<file path="src/rtl/gf_div_pkg.sv">
// ============================================================================
// Module      : gf_div_pkg
// Description : Shared types and field constants for the GF(2^8) divider.
//               Field polynomial x^8+x^4+x^3+x^2+1 (0x11D).
// Revision    : 1.0 - initial release
// ============================================================================
`default_nettype none

package gf_div_pkg;

  localparam int         IO_WIDTH = 8;
  // Low byte of the reduction polynomial; the x^8 term is implicit.
  localparam logic [7:0] PP_CHAR  = 8'd29;
  localparam int         N_ITER   = IO_WIDTH - 1;

  typedef enum logic [1:0] {
    IDLE  = 2'd0,
    CALC  = 2'd1,
    FINAL = 2'd2,
    DONE  = 2'd3
  } div_state_e;

endpackage

`default_nettype wire

</file>
<file path="src/rtl/gf_mul8_comb.sv">
// ============================================================================
// Module      : gf_mul8_comb
// Description : Purely combinational GF(2^8) multiplier. Carry-less 8x8
//               product into 15 bits, then MSB-first polynomial reduction.
// Revision    : 1.0 - initial release
// ============================================================================
`default_nettype none

module gf_mul8_comb #(
  parameter logic [7:0] PP_CHAR = 8'd29
) (
  input  logic [7:0] i_a,
  input  logic [7:0] i_b,
  output logic [7:0] o_p
);

  logic [14:0] w_prod;

  // Carry-less product, then fold bits 14..8 back with the full 9-bit
  // polynomial so each reduced bit is cleared as it is folded.
  always_comb begin
    w_prod = '0;
    for (int i = 0; i < 8; i++) begin
      if (i_b[i]) begin
        w_prod = w_prod ^ ({7'b0, i_a} << i);
      end
    end
    for (int k = 14; k >= 8; k--) begin
      if (w_prod[k]) begin
        w_prod = w_prod ^ ({6'b0, 1'b1, PP_CHAR} << (k - 8));
      end
    end
  end

  assign o_p = w_prod[7:0];

endmodule

`default_nettype wire

</file>
<file path="src/rtl/gf_div.sv">
// ============================================================================
// Module      : gf_div
// Description : Multi-cycle GF(2^8) inverter/divider. Computes b^-1 = b^254
//               by 7 square-and-multiply iterations, then optionally a*b^-1.
// Revision    : 1.0 - initial release
// ============================================================================
`default_nettype none

module gf_div
  import gf_div_pkg::*;
(
  input  logic       clk_i,
  input  logic       rst_i,
  input  logic       trigger_i,
  input  logic [7:0] op_a_i,
  input  logic [7:0] op_b_i,
  input  logic       op_select_i,
  output logic [7:0] result_o,
  output logic       busy_o,
  output logic       done_o,
  output logic       err_o
);

  localparam logic [2:0] CNT_LAST = 3'(N_ITER - 1);

  div_state_e r_state;
  div_state_e w_state_nxt;

  logic [7:0] r_a;
  logic       r_sel;
  logic [7:0] r_p;
  logic [7:0] r_r;
  logic [2:0] r_cnt;
  logic [7:0] r_result;
  logic       r_err;

  logic [7:0] w_sq;
  logic [7:0] w_acc;
  logic [7:0] w_fin;

  // p^2, r*p^2 chained in one cycle, and the final a*r product.
  gf_mul8_comb #(.PP_CHAR(PP_CHAR)) u_mul_sq  (.i_a(r_p), .i_b(r_p),  .o_p(w_sq));
  gf_mul8_comb #(.PP_CHAR(PP_CHAR)) u_mul_acc (.i_a(r_r), .i_b(w_sq), .o_p(w_acc));
  gf_mul8_comb #(.PP_CHAR(PP_CHAR)) u_mul_fin (.i_a(r_a), .i_b(r_r),  .o_p(w_fin));

  // State register.
  always_ff @(posedge clk_i or posedge rst_i) begin
    if (rst_i) begin
      r_state <= IDLE;
    end else begin
      r_state <= w_state_nxt;
    end
  end

  // Next-state logic; a zero divisor skips straight to DONE.
  always_comb begin
    w_state_nxt = r_state;
    case (r_state)
      IDLE:    if (trigger_i) w_state_nxt = (op_b_i == 8'h00) ? DONE : CALC;
      CALC:    if (r_cnt == CNT_LAST) w_state_nxt = FINAL;
      FINAL:   w_state_nxt = DONE;
      DONE:    w_state_nxt = IDLE;
      default: w_state_nxt = IDLE;
    endcase
  end

  // Datapath: operand capture, iteration registers, result and error flag.
  always_ff @(posedge clk_i or posedge rst_i) begin
    if (rst_i) begin
      r_a      <= '0;
      r_sel    <= 1'b0;
      r_p      <= '0;
      r_r      <= '0;
      r_cnt    <= '0;
      r_result <= '0;
      r_err    <= 1'b0;
    end else begin
      case (r_state)
        IDLE: begin
          if (trigger_i) begin
            r_a   <= op_a_i;
            r_sel <= op_select_i;
            if (op_b_i == 8'h00) begin
              r_result <= 8'h00;
              r_err    <= 1'b1;
            end else begin
              // p starts at b itself; the divisor is not needed after this.
              r_p   <= op_b_i;
              r_r   <= 8'h01;
              r_cnt <= '0;
              r_err <= 1'b0;
            end
          end
        end
        CALC: begin
          r_p   <= w_sq;
          r_r   <= w_acc;
          r_cnt <= r_cnt + 3'd1;
        end
        FINAL: begin
          r_result <= r_sel ? w_fin : r_r;
        end
        DONE: begin
          r_result <= r_result;
        end
        default: begin
          r_result <= 8'h00;
        end
      endcase
    end
  end

  assign result_o = r_result;
  assign err_o    = r_err;
  assign busy_o   = (r_state != IDLE);
  assign done_o   = (r_state == DONE);

endmodule

`default_nettype wire

</file>
<file path="config.mk">
export PLATFORM = sky130hd
export DESIGN_NAME = gf_div
export DESIGN_NICKNAME = d
export VERILOG_FILES = /design/src/rtl/gf_div_pkg.sv /design/src/rtl/gf_mul8_comb.sv /design/src/rtl/gf_div.sv
export SDC_FILE = /design/constraint.sdc
export NUM_CORES = 1
export LEC_CHECK = 0
export BUFFER_PORTS_ARGS = -buffer_cell sky130_fd_sc_hd__buf_4
export CORE_UTILIZATION = 45
export CTS_BUF_LIST = sky130_fd_sc_hd__clkbuf_8
export DETAILED_ROUTE_END_ITERATION = 7
export PLACE_DENSITY_LB_ADDON = 0.1
export REMOVE_ABC_BUFFERS = 1
export SLEW_MARGIN = 10
export SYNTH_ARGS = -nofsm -noshare
export SYNTH_HDL_FRONTEND = slang
export SYNTH_SLANG_ARGS = --single-unit
</file>
<file path="constraint.sdc">
create_clock -name clk_i -period 3.68 [get_ports clk_i]
set_clock_uncertainty 0.05 [all_clocks]
set_input_delay 0.184 -clock clk_i [delete_from_list [all_inputs] [get_ports clk_i]]
set_output_delay 0.184 -clock clk_i [all_outputs]
set_load 0.02 [all_outputs]
</file>
# ---- After elaboration in Yosys (flattened, before gate mapping)
# Cells that the tools add are included.
dict set report word_totals {
  ff_bits 39
  latchBits 0
  ram_bits 0
  mem_bits_ro 0
  out_inout_bits 11
  elab_cells 131
  memories 0
}
dict set report classes {
  n_addsub 1
  n_mul 0
  div_mod_pow 0
  n_lt_le_gt_ge 0
  n_eq_ne 8
  shifts 0
  mux 63
  bitwise_logic 42
  n_reduce_logical 9
}
# op count
set op_table {}
lappend op_table {{2-to-1 mux 15 bit} 21}
lappend op_table {{2-to-1 mux 8 bit} 13}
lappend op_table {{NOT 4 bit} 21}
lappend op_table {{one-hot mux 8 bit (2 select lines)} 3}
lappend op_table {{bitwise XOR 15 x 10 -> 15 bit} 3}
lappend op_table {{bitwise XOR 15 x 11 -> 15 bit} 3}
lappend op_table {{bitwise XOR 15 x 12 -> 15 bit} 3}
lappend op_table {{bitwise XOR 15 x 13 -> 15 bit} 3}
lappend op_table {{bitwise XOR 15 x 14 -> 15 bit} 3}
lappend op_table {{bitwise XOR 15 bit} 3}
lappend op_table {{bitwise XOR 15 x 9 -> 15 bit} 3}
lappend op_table {{2-to-1 mux 11 bit} 3}
lappend op_table {{2-to-1 mux 10 bit} 3}
lappend op_table {{2-to-1 mux 9 bit} 3}
lappend op_table {{2-to-1 mux 7 bit} 3}
lappend op_table {{2-to-1 mux 6 bit} 3}
lappend op_table {{2-to-1 mux 5 bit} 3}
lappend op_table {{logical NOT 8 bit} 1}
lappend op_table {{inequality test 2 bit, second input constant} 4}
lappend op_table {{one-hot mux 2 bit (4 select lines)} 1}
lappend op_table {{2-to-1 mux 2 bit} 3}
lappend op_table {{2-to-1 mux 3 bit} 2}
lappend op_table {{one-hot mux 3 bit (2 select lines)} 1}
lappend op_table {{AND reduction 3 bit} 2}
lappend op_table {{8 further kinds} 12}

# ---- Depth between registers and ports, before layout
# Gate-level depths: netlist of the first run.
dict set report depth {
  word_depth 59
  ltp_mapped 11
  ltp_nobuf 8
}

# ---- Hierarchy
# From an unflattened synthesis of the first run, not the netlist that was laid out.
dict set report hier_totals {
  hier_cells 593
  hier_area_um2 5241.3
}
# mod instances cells_each area_per_inst_um2 seq_area_each_um2
set by_module_without_submodules {}
lappend by_module_without_submodules {gf_mul8_comb 3 146 1131.1 0.0}
lappend by_module_without_submodules {gf_div 1 155 1848.0 975.9}

# ---- Worst setup path before layout of the first run
# Ideal clock, no wire load.
dict set report synth_path {
  path_kind {register to register}
  startpoint {reg r_p[4]}
  endpoint {reg r_r[1]}
  setup_ns 0.126
  arrival_ns 2.461
  required_time_ns 3.504
  path_slack_ns 1.043
  stages_incl_launch_ff 10
  cell_sequence {dfrtp_1 -> buf_6 -> xor2_4 -> xnor2_2 -> nand2_1 -> xnor3_1 -> xnor3_2 -> xor2_2 -> mux2i_1 -> a221o_1}
}
dict set report synth_between {
  elab_chain_cells 42
}
# element line_no
set synth_rtl {}
lappend synth_rtl {{from (decl)} gf_div.sv:31} ;# logic [7:0] r_p;
lappend synth_rtl {{from (signal assigned)} gf_div.sv:88} ;# r_p <= op_b_i;
lappend synth_rtl {{from (signal assigned)} gf_div.sv:96} ;# r_p <= w_sq;
lappend synth_rtl {{2-to-1 mux 8 bit} gf_mul8_comb.sv:24} ;# if (i_b[i]) begin
lappend synth_rtl {{bitwise XOR 15 x 9 -> 15 bit} gf_mul8_comb.sv:25} ;# w_prod = w_prod ^ ({7'b0, i_a} << i);
lappend synth_rtl {{2-to-1 mux 15 bit} gf_mul8_comb.sv:24}
lappend synth_rtl {{bitwise XOR 15 x 10 -> 15 bit} gf_mul8_comb.sv:25}
lappend synth_rtl {{2-to-1 mux 15 bit} gf_mul8_comb.sv:24}
lappend synth_rtl {{bitwise XOR 15 x 11 -> 15 bit} gf_mul8_comb.sv:25}
lappend synth_rtl {{2-to-1 mux 15 bit} gf_mul8_comb.sv:24}
lappend synth_rtl {{bitwise XOR 15 x 12 -> 15 bit} gf_mul8_comb.sv:25}
lappend synth_rtl {{[26 not listed]} -}
lappend synth_rtl {{2-to-1 mux 10 bit (*)} gf_mul8_comb.sv:29} ;# if (w_prod[k]) begin
lappend synth_rtl {{2-to-1 mux 9 bit} gf_mul8_comb.sv:29}
lappend synth_rtl {{2-to-1 mux 8 bit} gf_mul8_comb.sv:29}
lappend synth_rtl {{2-to-1 mux 7 bit} gf_mul8_comb.sv:29}
lappend synth_rtl {{NOT 4 bit (no source line)} -}
lappend synth_rtl {{2-to-1 mux 6 bit (*)} gf_mul8_comb.sv:29}
lappend synth_rtl {{2-to-1 mux 5 bit (*)} gf_mul8_comb.sv:29}
lappend synth_rtl {{one-hot mux 8 bit (2 select lines) (*)} gf_div.sv:78} ;# case (r_state)
lappend synth_rtl {{to (signal assigned)} gf_div.sv:97} ;# r_r <= w_acc;
lappend synth_rtl {{to (decl)} gf_div.sv:32} ;# logic [7:0] r_r;
# Mark *: on every way between the ends. The rest lies on a longest branch, timed or not.
# A chain may end at the register's enable or synchronous reset.

# ---- Worst setup path after layout of the first run
dict set report layout_path {
  startpoint {reg r_p[5]}
  endpoint {reg r_r[1]}
}
dict set report layout_between {
  elab_chain_cells 41
}
# element line_no
set layout_rtl {}
lappend layout_rtl {{bitwise XOR 15 x 11 -> 15 bit} gf_mul8_comb.sv:25}
lappend layout_rtl {{2-to-1 mux 15 bit} gf_mul8_comb.sv:24}
lappend layout_rtl {{bitwise XOR 15 x 12 -> 15 bit} gf_mul8_comb.sv:25}
lappend layout_rtl {{2-to-1 mux 15 bit} gf_mul8_comb.sv:24}
lappend layout_rtl {{bitwise XOR 15 x 13 -> 15 bit} gf_mul8_comb.sv:25}
lappend layout_rtl {{2-to-1 mux 15 bit} gf_mul8_comb.sv:24}
lappend layout_rtl {{bitwise XOR 15 x 14 -> 15 bit} gf_mul8_comb.sv:25}
lappend layout_rtl {{2-to-1 mux 15 bit} gf_mul8_comb.sv:24}
lappend layout_rtl {{[25 not listed]} -}
lappend layout_rtl {{2-to-1 mux 10 bit (*)} gf_mul8_comb.sv:29}
lappend layout_rtl {{2-to-1 mux 9 bit} gf_mul8_comb.sv:29}
lappend layout_rtl {{2-to-1 mux 8 bit} gf_mul8_comb.sv:29}
lappend layout_rtl {{2-to-1 mux 7 bit} gf_mul8_comb.sv:29}
lappend layout_rtl {{NOT 4 bit (no source line)} -}
lappend layout_rtl {{2-to-1 mux 6 bit (*)} gf_mul8_comb.sv:29}
lappend layout_rtl {{2-to-1 mux 5 bit (*)} gf_mul8_comb.sv:29}
lappend layout_rtl {{one-hot mux 8 bit (2 select lines) (*)} gf_div.sv:78}
# Marked as above.

==> results.py, run 1 <==
metrics = {
    "setup_path": {
        "arrival_ns": 3.31,
        "critPathTopFamily": "XOR/XNOR gates",
        "critPathSlowestCell": "xnor3_2",
        "path_buf_inv": 1,
        "cp-end-kind": "flop",
        "cp_data_required_time_ns": 3.81,
        "critPathKind": "reg -> reg",
        "slowest_delay_ns": 0.63,
        "critPathLaunchType": "flop",
        "reg2reg_slack_ns": 0.50,
        "path_cells": "buf_4 -> xor2_2 -> nor3_1 -> a221oi_1 -> xnor3_2 -> xor2_2 -> mux2i_1 -> a221o_1",
        "cp_max_fo": 15,
        "crit_top_cell": "xor2_2",
    },
    "clock_tree": {
        "postCtsSetupBuffers": 0,
        "clk_latency_ns": 0.29,
        "clk_pin_slew_ns": 0.08,
        "htreeDepth": 2,
        "ctsLongestPathBuffers": 2,
        "cts-resized-gates": 0,
        "numCtsBuffers": 5,
        "root_buffer": "clkbuf_8",
        "cts_tree": "done",
        "cts-hold-fix-buffers": 0,
        "clock-sinks": 39,
    },
    "route": {
        "avgViaCountPerCell": 5.50,
        "detailedRoute.firstPassIterationCount": 4,
        "wl_um": 11200,
        "drtIter0Drc": 272,
        "num_vias": 3682,
        "wl_per_cell_um": 16.8,
        "ant_nets": 0,
        "drcViolationCount": 0,
    },
    "floorplan": {
        "die_w_um": 100,
        "start_util_pct": 46.7,
        "core_area_mm2": 0.00933,
        "row_count": 35,
        "fp.dieH_um": 100,
        "dieArea_mm2": 0.0101,
        "pin_count": 31,
    },
    "logic_synthesis": {
        "synth_seq_cells": 39,
        "netlist_instances": 530,
        "synthXorXnorAreaFrac_pct": 31.5,
        "ys_async_sr_fraction_pct": 100,
        "synth-simple-area-share_pct": 17.6,
        "synth-compound-area-share_pct": 14.3,
        "synth_edf_count": 0,
        "seq_area_frac_synth_pct": 22.4,
        "synth.avg_cell_area_um2": 8.22,
        "synthMuxAreaShare_pct": 6.06,
        "ys.flop_type": "dfrtp_1",
        "ys_types": 58,
        "yosysWarnings": 0,
        "syn_area_mm2": 0.00436,
        "synth_top_family_by_area": "XOR/XNOR gates",
        "synthAdderAreaFrac_pct": 2.01,
    },
    "grt": {
        "grt_pass1_vias": 3454,
        "grt_usage_pct": 23.9,
        "grt_pass1_wl_um": 18700,
        "overflow": 0,
        "antenna_found_initial": 0,
        "grt_start_max_net_pins": 26,
    },
    "placement": {
        "place_inst": 661,
        "dpl.hpwl_um": 8120,
        "gp_congestion": 0.906,
        "post_dp_cell_area_mm2": 0.00466,
        "io_buffers": 30,
    },
    "sta": {
        "fin_tns_setup_ns": 0,
        "maxSlewViolCount": 0,
        "rsz0062_at_grt": "no",
        "setup_viol": 0,
        "relSlewSlack_pct": 35.8,
        "fmax_ghz": 0.315,
        "hold_viol": 0,
        "worst_pin_slew_ns": 0.954,
        "fin_crit_ns": 3.18,
        "fin_crit_sh_pct": 86.4,
    },
    "final_layout": {
        "instances_no_fill": 669,
        "antenna-diode-count": 0,
        "final_common_cell": "nand2_1",
        "layout.nets": 566,
        "drive_above_1_share_pct": 14.1,
        "final_cell_mix": "nand2_1, xnor2_1, buf_4",
        "syn_to_final_growth_pct": 9.33,
        "fillers": 916,
        "stdcell_area_mm2": 0.00476,
    },
    "min_path": {
        "min_path_type": "in -> reg",
    },
    "outcome": {
        "status": "finished clean",
    },
    "job": {
        "cap_violations": 0,
    },
}
[cells by family after synthesis]
| group | count (synthesis) |
|---|---|
| xor gates and xnor gates | 124 |
| DFF | 39 |
| muxes | 25 |
| buffers and inverters | 61 |
| AOI/OAI and AO/OA | 95 |
| adders and majority gates | 7 |
| and+or+nand+nor | 179 |
[worst reg2reg max path, cell delays in order (launching register included)]
cell      delay, ns
dfrtp_1        0.60
buf_4          0.31
xor2_2         0.33
nor3_1         0.09
a221oi_1       0.46
xnor3_2        0.63
xor2_2         0.22
mux2i_1        0.12
a221o_1        0.26
[sequential cells by signal, indices dropped and copies added, names as in the netlist]
register and flops:
r_r 8, r_a 8, r_p 8, r_cnt 3
r_state 2, result_o 8, err_o 1, r_sel 1
[per-stage QoR]
| step | hold WS, ns | util [%] | setup WS (ns) |
|---|---|---|---|
| after floorplan | 0.239 | - | 0.796 |
| after global placement | 0.344 | 50.0 | 0.568 |
| after detailed placement | 0.346 | 50.0 | 0.556 |
| after CTS | 0.0338 | 51.1 | 0.514 |
| after global routing | 0.0503 | 51.1 | 0.368 |
| final | 0.0493 | 51.1 | 0.502 |
[layout make-up]
class | count | area, µm² | share of cell area, %
inverter | 18 | 67.6 | 1.42
clock buffer | 7 | 96.3 | 2.02
clock inverter | 1 | 7.51 | 0.158
multi-input combinational | 430 | 3120 | 65.4
tap | 129 | 161 | 3.39
timing repair buffer | 45 | 338 | 7.09
sequential | 39 | 976 | 20.5
[cells in the mapped netlist (8+ instances only)]
library cell | instances | area, µm²
xnor3_1 | 13 | 293
a21oi_1 | 13 | 65.1
nor2_1 | 10 | 37.5
mux2_2 | 11 | 124
o21ai_0 | 26 | 130
nand2_1 | 133 | 499
dfrtp_1 | 39 | 976
clkbuf_1 | 26 | 97.6
xor2_1 | 24 | 210
inv_1 | 18 | 67.6
buf_2 | 13 | 65.1
xnor2_1 | 77 | 674
o21ai_1 | 10 | 50.1
nor2b_1 | 8 | 50.1
mux2i_1 | 14 | 140
[path summary, 6_finish.rpt]
path,from,to,cells past startpoint
hold / removal,op_b_i[5],r_p[5],3
setup reg to reg,r_p[5],r_r[1],8
max in group asynchronous,rst_i,r_r[7],3
hold reg to reg,err_o,err_o,2
min in group asynchronous,rst_i,result_o[3],2
setup / recovery,r_p[5],r_r[1],8
[routing by layer]
layer	share of wire, %	routed length (µm)	track usage [%]
met3	4.4	491	2.92
met4	1.3	150	5.80
met1	49	5540	35.2
met5	0	0	0
met2	45	5050	37.0
Power of run 1 is left out: the tool's default activity adds up to more than one toggle a clock period on the data nets, which glitch-free logic cannot reach.
==> inputs of run 2 (changes only) <==
--- a/config.mk
+++ b/config.mk
@@ -5,12 +5,14 @@
 export SDC_FILE = /design/constraint.sdc
 export NUM_CORES = 1
 export LEC_CHECK = 0
+export ABC_CLOCK_PERIOD_IN_PS = 3600
 export BUFFER_PORTS_ARGS = -buffer_cell sky130_fd_sc_hd__buf_4
 export CORE_UTILIZATION = 45
 export CTS_BUF_LIST = sky130_fd_sc_hd__clkbuf_8
 export DETAILED_ROUTE_END_ITERATION = 7
 export PLACE_DENSITY_LB_ADDON = 0.1
 export REMOVE_ABC_BUFFERS = 1
+export SKIP_LAST_GASP = 1
 export SLEW_MARGIN = 10
 export SYNTH_ARGS = -nofsm -noshare
 export SYNTH_HDL_FRONTEND = slang
==> constraint.sdc (replaced) <==
create_clock -name clk_i -period 3.6 [get_ports clk_i]
set_clock_uncertainty 0.05 [all_clocks]
set_input_delay 0.18 -clock clk_i [delete_from_list [all_inputs] [get_ports clk_i]]
set_output_delay 0.18 -clock clk_i [all_outputs]
set_load 0.02 [all_outputs]
==> run 2 against run 1 <==
Net effect:
- flip-flop and latch count did not move
- clock-buffer cell count fell by 1
- cell area rose by 0.50%
- routed wire length fell by 1.6%
- critical path depth did not move
- sequential share of layout area fell by 0.10 points
- critical path type unchanged
- largest cell class unchanged
==> results.py, run 2 (same netlist as run 1, synthesis figures left out) <==
metrics = {
    "sta": {
        "maxSlewViolCount": 0,
        "fin_crit_ns": 3.13,
        "relSlewSlack_pct": 33.4,
        "rsz0062_at_grt": "no",
        "fin_crit_sh_pct": 86.8,
        "setup_viol": 0,
        "hold_viol": 0,
        "fin_tns_setup_ns": 0,
        "worst_pin_slew_ns": 0.990,
        "fmax_ghz": 0.320,
    },
    "setup_path": {
        "cp-end-kind": "flop",
        "rr_startpoint": "r_p[6]",
        "path_cells": "xnor2_1 -> xnor2_2 -> nand2_1 -> xnor2_1 -> xnor2_1 -> xnor2_2 -> xnor3_1 -> a22o_1",
        "critPathLaunchType": "flop",
        "critPathSlowestCell": "dfrtp_1",
        "crit_path_start": "r_p[6]",
        "slowest_delay_ns": 0.89,
        "critPathKind": "reg -> reg",
        "cp_max_fo": 21,
        "arrival_ns": 3.25,
        "cp_data_required_time_ns": 3.72,
        "crit_top_cell": "xnor2_1",
    },
    "floorplan": {
        "die_w_um": 100,
        "core_area_mm2": 0.00933,
        "pin_count": 31,
        "dieArea_mm2": 0.0101,
        "fp.dieH_um": 100,
        "start_util_pct": 46.7,
        "row_count": 35,
    },
    "placement": {
        "post_dp_cell_area_mm2": 0.00466,
        "dpl.hpwl_um": 7870,
        "gp_congestion": 0.902,
        "io_buffers": 30,
    },
    "route": {
        "wl_per_cell_um": 16.5,
        "drtIter0Drc": 213,
        "drcViolationCount": 0,
        "avgViaCountPerCell": 5.39,
        "wl_um": 11100,
        "num_vias": 3609,
        "ant_nets": 0,
        "detailedRoute.firstPassIterationCount": 5,
    },
    "final_layout": {
        "fillers": 927,
        "multi_input_area_mm2": 0.00312,
        "drive_above_1_share_pct": 14.0,
        "syn_to_final_growth_pct": 9.88,
        "final_cell_mix": "nand2_1, xnor2_1, buf_4",
        "stdcell_area_mm2": 0.00479,
        "seqCellArea_um2": 976,
        "final_common_cell": "nand2_1",
        "antenna-diode-count": 0,
        "layout.nets": 567,
    },
    "grt": {
        "grt_pass1_wl_um": 18300,
        "overflow": 0,
        "grt_usage_pct": 23.4,
        "grt_start_max_net_pins": 40,
        "antenna_found_initial": 0,
        "grt_pass1_vias": 3404,
    },
    "clock_tree": {
        "htreeDepth": 2,
        "clock-sinks": 39,
        "root_buffer": "clkbuf_8",
        "cts_tree": "done",
        "numCtsBuffers": 5,
        "ctsLongestPathBuffers": 2,
        "clk_latency_ns": 0.29,
        "clk_pin_slew_ns": 0.08,
        "cts-resized-gates": 0,
    },
    "min_path": {
        "hp-start": "op_b_i[1]",
        "min_path_type": "in -> reg",
    },
    "job": {
        "cap_violations": 0,
    },
    "outcome": {
        "status": "finished clean",
    },
}
==> run 2: path summary, 6_finish.rpt <==
check | end | slack (ns) | depth (start not counted)
min | r_p[1] | 0.06 | 3
max in group asynchronous | r_r[6] | 2.63 | 4
max | r_r[4] | 0.47 | 8
max reg2reg | r_r[4] | 0.47 | 8
min reg2reg | err_o | 0.44 | 2
min in group asynchronous | r_state[1] | 0.51 | 4
==> run 2: metrics by stage <==
| step | util [%] | cells | hold slack, ns | setup slack, ns |
|---|---|---|---|---|
| floorplan | - | 487 | 0.235 | 0.716 |
| global placement | 50.0 | 661 | 0.290 | 0.544 |
| detailed placement | 50.0 | 661 | 0.295 | 0.524 |
| CTS | 51.3 | 670 | 0.0540 | 0.498 |
| global route | 51.3 | 670 | 0.0578 | 0.287 |
| finish | 51.3 | 670 | 0.0567 | 0.475 |
==> run 2: final cells by class <==
| type | instances | share of cell area (%) |
|---|---|---|
| well taps | 129 | 3.37 |
| clock inverters | 2 | 0.732 |
| repair buffers | 46 | 7.27 |
| flip-flops and latches | 39 | 20.4 |
| multi-input cells | 430 | 65.1 |
| clock buffers | 6 | 1.73 |
| inverters | 18 | 1.41 |
==> run 2: layer usage <==
metal / global-route usage (%) / share of wire, %
met2: 37.1 / 46
met3: 3.06 / 4.4
met1: 34.6 / 49
met5: 0 / 0
met4: 3.68 / 0.48
==> run 2: repair_timing <==
item	in CTS	in global routing
buffers inserted	0	0
hold buffers	1	0
setup endpoints to repair	0	0
hold endpoints to repair	39	0
==> run 2: critical path, delay by kind of cell (launching register included) <==
kind / cells / cell delay (ns)
xor+xnor: 6 / 1.72
simple gates: 1 / 0.12
compound gates: 1 / 0.21
flops: 1 / 0.89
Power of run 2 is left out for the same reason.
==> inputs of run 3 (changes only) <==
--- a/config.mk
+++ b/config.mk
@@ -5,6 +5,7 @@
 export SDC_FILE = /design/constraint.sdc
 export NUM_CORES = 1
 export LEC_CHECK = 0
+export ABC_AREA = 1
 export ABC_CLOCK_PERIOD_IN_PS = 3600
 export BUFFER_PORTS_ARGS = -buffer_cell sky130_fd_sc_hd__buf_4
 export CORE_UTILIZATION = 45
==> run 3 against run 2 <==
Net effect:
- critical endpoint is now r_p[2]
- synthesized area rose by 7.8%
- core utilization is 0.45 points lower
- worst setup slack improved by 0.34 ns
- sequential share of layout area is 1.1 points lower
- clock-buffer cell count stayed put
- via count rose by 32%
- flip-flop and latch count unchanged
- critical path type unchanged
- cell area rose by 5.8%
- highest routed layer unchanged
- worst hold slack lost 0.034 ns
- first-iteration DRC count grew 120%
- synthesized cell count is 45% higher
- largest cell class unchanged
==> results.py, run 3 <==
metrics = {
    "outcome": {
        "status": "finished clean",
    },
    "floorplan": {
        "die_w_um": 104,
        "pin_count": 31,
        "row_count": 36,
        "dieArea_mm2": 0.0109,
        "core_area_mm2": 0.00995,
        "fp.dieH_um": 104,
        "start_util_pct": 47.2,
    },
    "logic_synthesis": {
        "syn_area_mm2": 0.00470,
        "ys_types": 39,
        "synth_edf_count": 0,
        "yosysWarnings": 0,
        "yosys-top-cells-count": "nand2_1, inv_1, nand3_1, dfrtp_1, xor2_1",
        "yosysTopAreaCellShare_pct": 26.1,
        "ys.flop_type": "dfrtp_1",
        "seq_area_frac_synth_pct": 20.8,
        "synth.avg_cell_area_um2": 6.10,
        "netlist_instances": 770,
        "synth_area_leader_cell": "nand2_1",
        "ys_async_sr_fraction_pct": 100,
        "synth_area_leaders": "nand2_1, dfrtp_1, nand3_1",
        "synth_most_common_cell": "nand2_1",
        "synth_seq_cells": 39,
    },
    "grt": {
        "overflow": 0,
        "grt_pass1_vias": 4285,
        "grt_start_max_net_pins": 40,
        "antenna_found_initial": 0,
        "grt_usage_pct": 24.3,
        "grt_pass1_wl_um": 21000,
    },
    "route": {
        "detailedRoute.firstPassIterationCount": 5,
        "wl_per_cell_um": 14.1,
        "num_vias": 4776,
        "wl_um": 12900,
        "ant_nets": 0,
        "avgViaCountPerCell": 5.21,
        "drtIter0Drc": 464,
        "drcViolationCount": 0,
    },
    "setup_path": {
        "critPathKind": "reg -> reg",
        "arrival_ns": 2.95,
        "cp_data_required_time_ns": 3.76,
        "cp-end-kind": "flop",
        "cp_max_fo": 12,
        "reg2regPathDepth": 8,
        "critPathLaunchType": "flop",
    },
    "final_layout": {
        "instances_no_fill": 916,
        "drive_above_1_share_pct": 12.4,
        "final_common_cell": "nand2_1",
        "syn_to_final_growth_pct": 7.81,
        "layout.nets": 809,
        "antenna-diode-count": 0,
        "final_cell_mix": "nand2_1, inv_1, nand3_1",
    },
    "sta": {
        "fmax_ghz": 0.359,
        "relSlewSlack_pct": 39.5,
        "fin_crit_ns": 2.79,
        "rsz0062_at_grt": "no",
        "setup_viol": 0,
        "fin_tns_setup_ns": 0,
        "fin_crit_sh_pct": 77.4,
        "worst_pin_slew_ns": 0.904,
        "fin_ws_ns": 0.814,
        "maxSlewViolCount": 0,
        "hold_viol": 0,
    },
    "clock_tree": {
        "clk_latency_ns": 0.30,
        "clk_pin_slew_ns": 0.09,
        "numCtsBuffers": 5,
        "ctsLongestPathBuffers": 2,
        "root_buffer": "clkbuf_8",
        "cts-resized-gates": 0,
        "cts_tree": "done",
        "clock-sinks": 39,
        "htreeDepth": 2,
    },
    "placement": {
        "io_buffers": 30,
        "gp_congestion": 0.920,
        "dpl.hpwl_um": 9930,
        "place_inst": 907,
        "post-place-ws_ns": 0.802,
    },
    "job": {
        "cap_violations": 0,
    },
    "min_path": {
        "min_path_cells": 3,
        "min_path_type": "in -> reg",
    },
}
-- run 3: cell families after synthesis --
kind of cell / synth area share [%]
adder cells (fa/ha/maj): 1.86
AND/OR/NAND/NOR: 43.9
flip-flops: 20.8
buffers and inverters: 10.7
XOR/XNOR: 16.9
AO/OA/AOI/OAI: 5.89
-- run 3: metrics by stage --
step / hold WS (ns) / instance area [µm²] / utilization [%]
finish: 0.0222 / 5060 / 50.9
floorplan: 0.240 / 4520 / -
detailed placement: 0.299 / 4960 / 49.8
CTS: 0.0224 / 5060 / 50.9
global placement: 0.301 / 4960 / 49.8
global route: 0.0153 / 5060 / 50.9
-- run 3: worst max-delay path, cell delays in order (launching register included) --
cell	delay, ns
dfrtp_1	0.41
inv_1	0.13
ha_1	0.20
nand2_1	0.22
nor2_1	0.23
a21oi_1	0.19
nor2_1	0.76
inv_1	0.25
o221ai_1	0.23
-- run 3: path summary, 6_finish.rpt --
path	startpoint	to	slack, ns
min reg2reg	result_o[7]	result_o[7]	0.44
max	r_state[0]	r_p[2]	0.81
min	op_a_i[7]	r_a[7]	0.02
min in group asynchronous	rst_i	r_a[0]	0.51
max reg2reg	r_state[0]	r_p[2]	0.81
max in group asynchronous	rst_i	r_r[6]	2.62
-- run 3: what timing repair did --
| item | 4_1_cts | 5_1_grt |
|---|---|---|
| setup buffers | 0 | 0 |
| setup endpoints to repair | 0 | 0 |
| hold buffers | 1 | 0 |
| hold endpoints to repair | 39 | 0 |
-- run 3: layout make-up --
type                            instances  area, µm²
Clock inverter                          2       13.8
Timing Repair Buffer                   37        280
Tap cell                              133        166
Fill cell                            1002       4890
Clock buffer                            6       82.6
Inverter                               87        327
Multi-Input combinational cell        612       3220
Sequential cell                        39        976
-- run 3: routing by layer --
metal  up-vias  track usage (%)  wire (µm)
met5         -                0          0
met4         0             8.16        298
met3        27             3.20        821
met2       173             38.0       5700
met1      2187             34.3       6090
li1       2389                -          -
Power of run 3 is left out for the same reason.
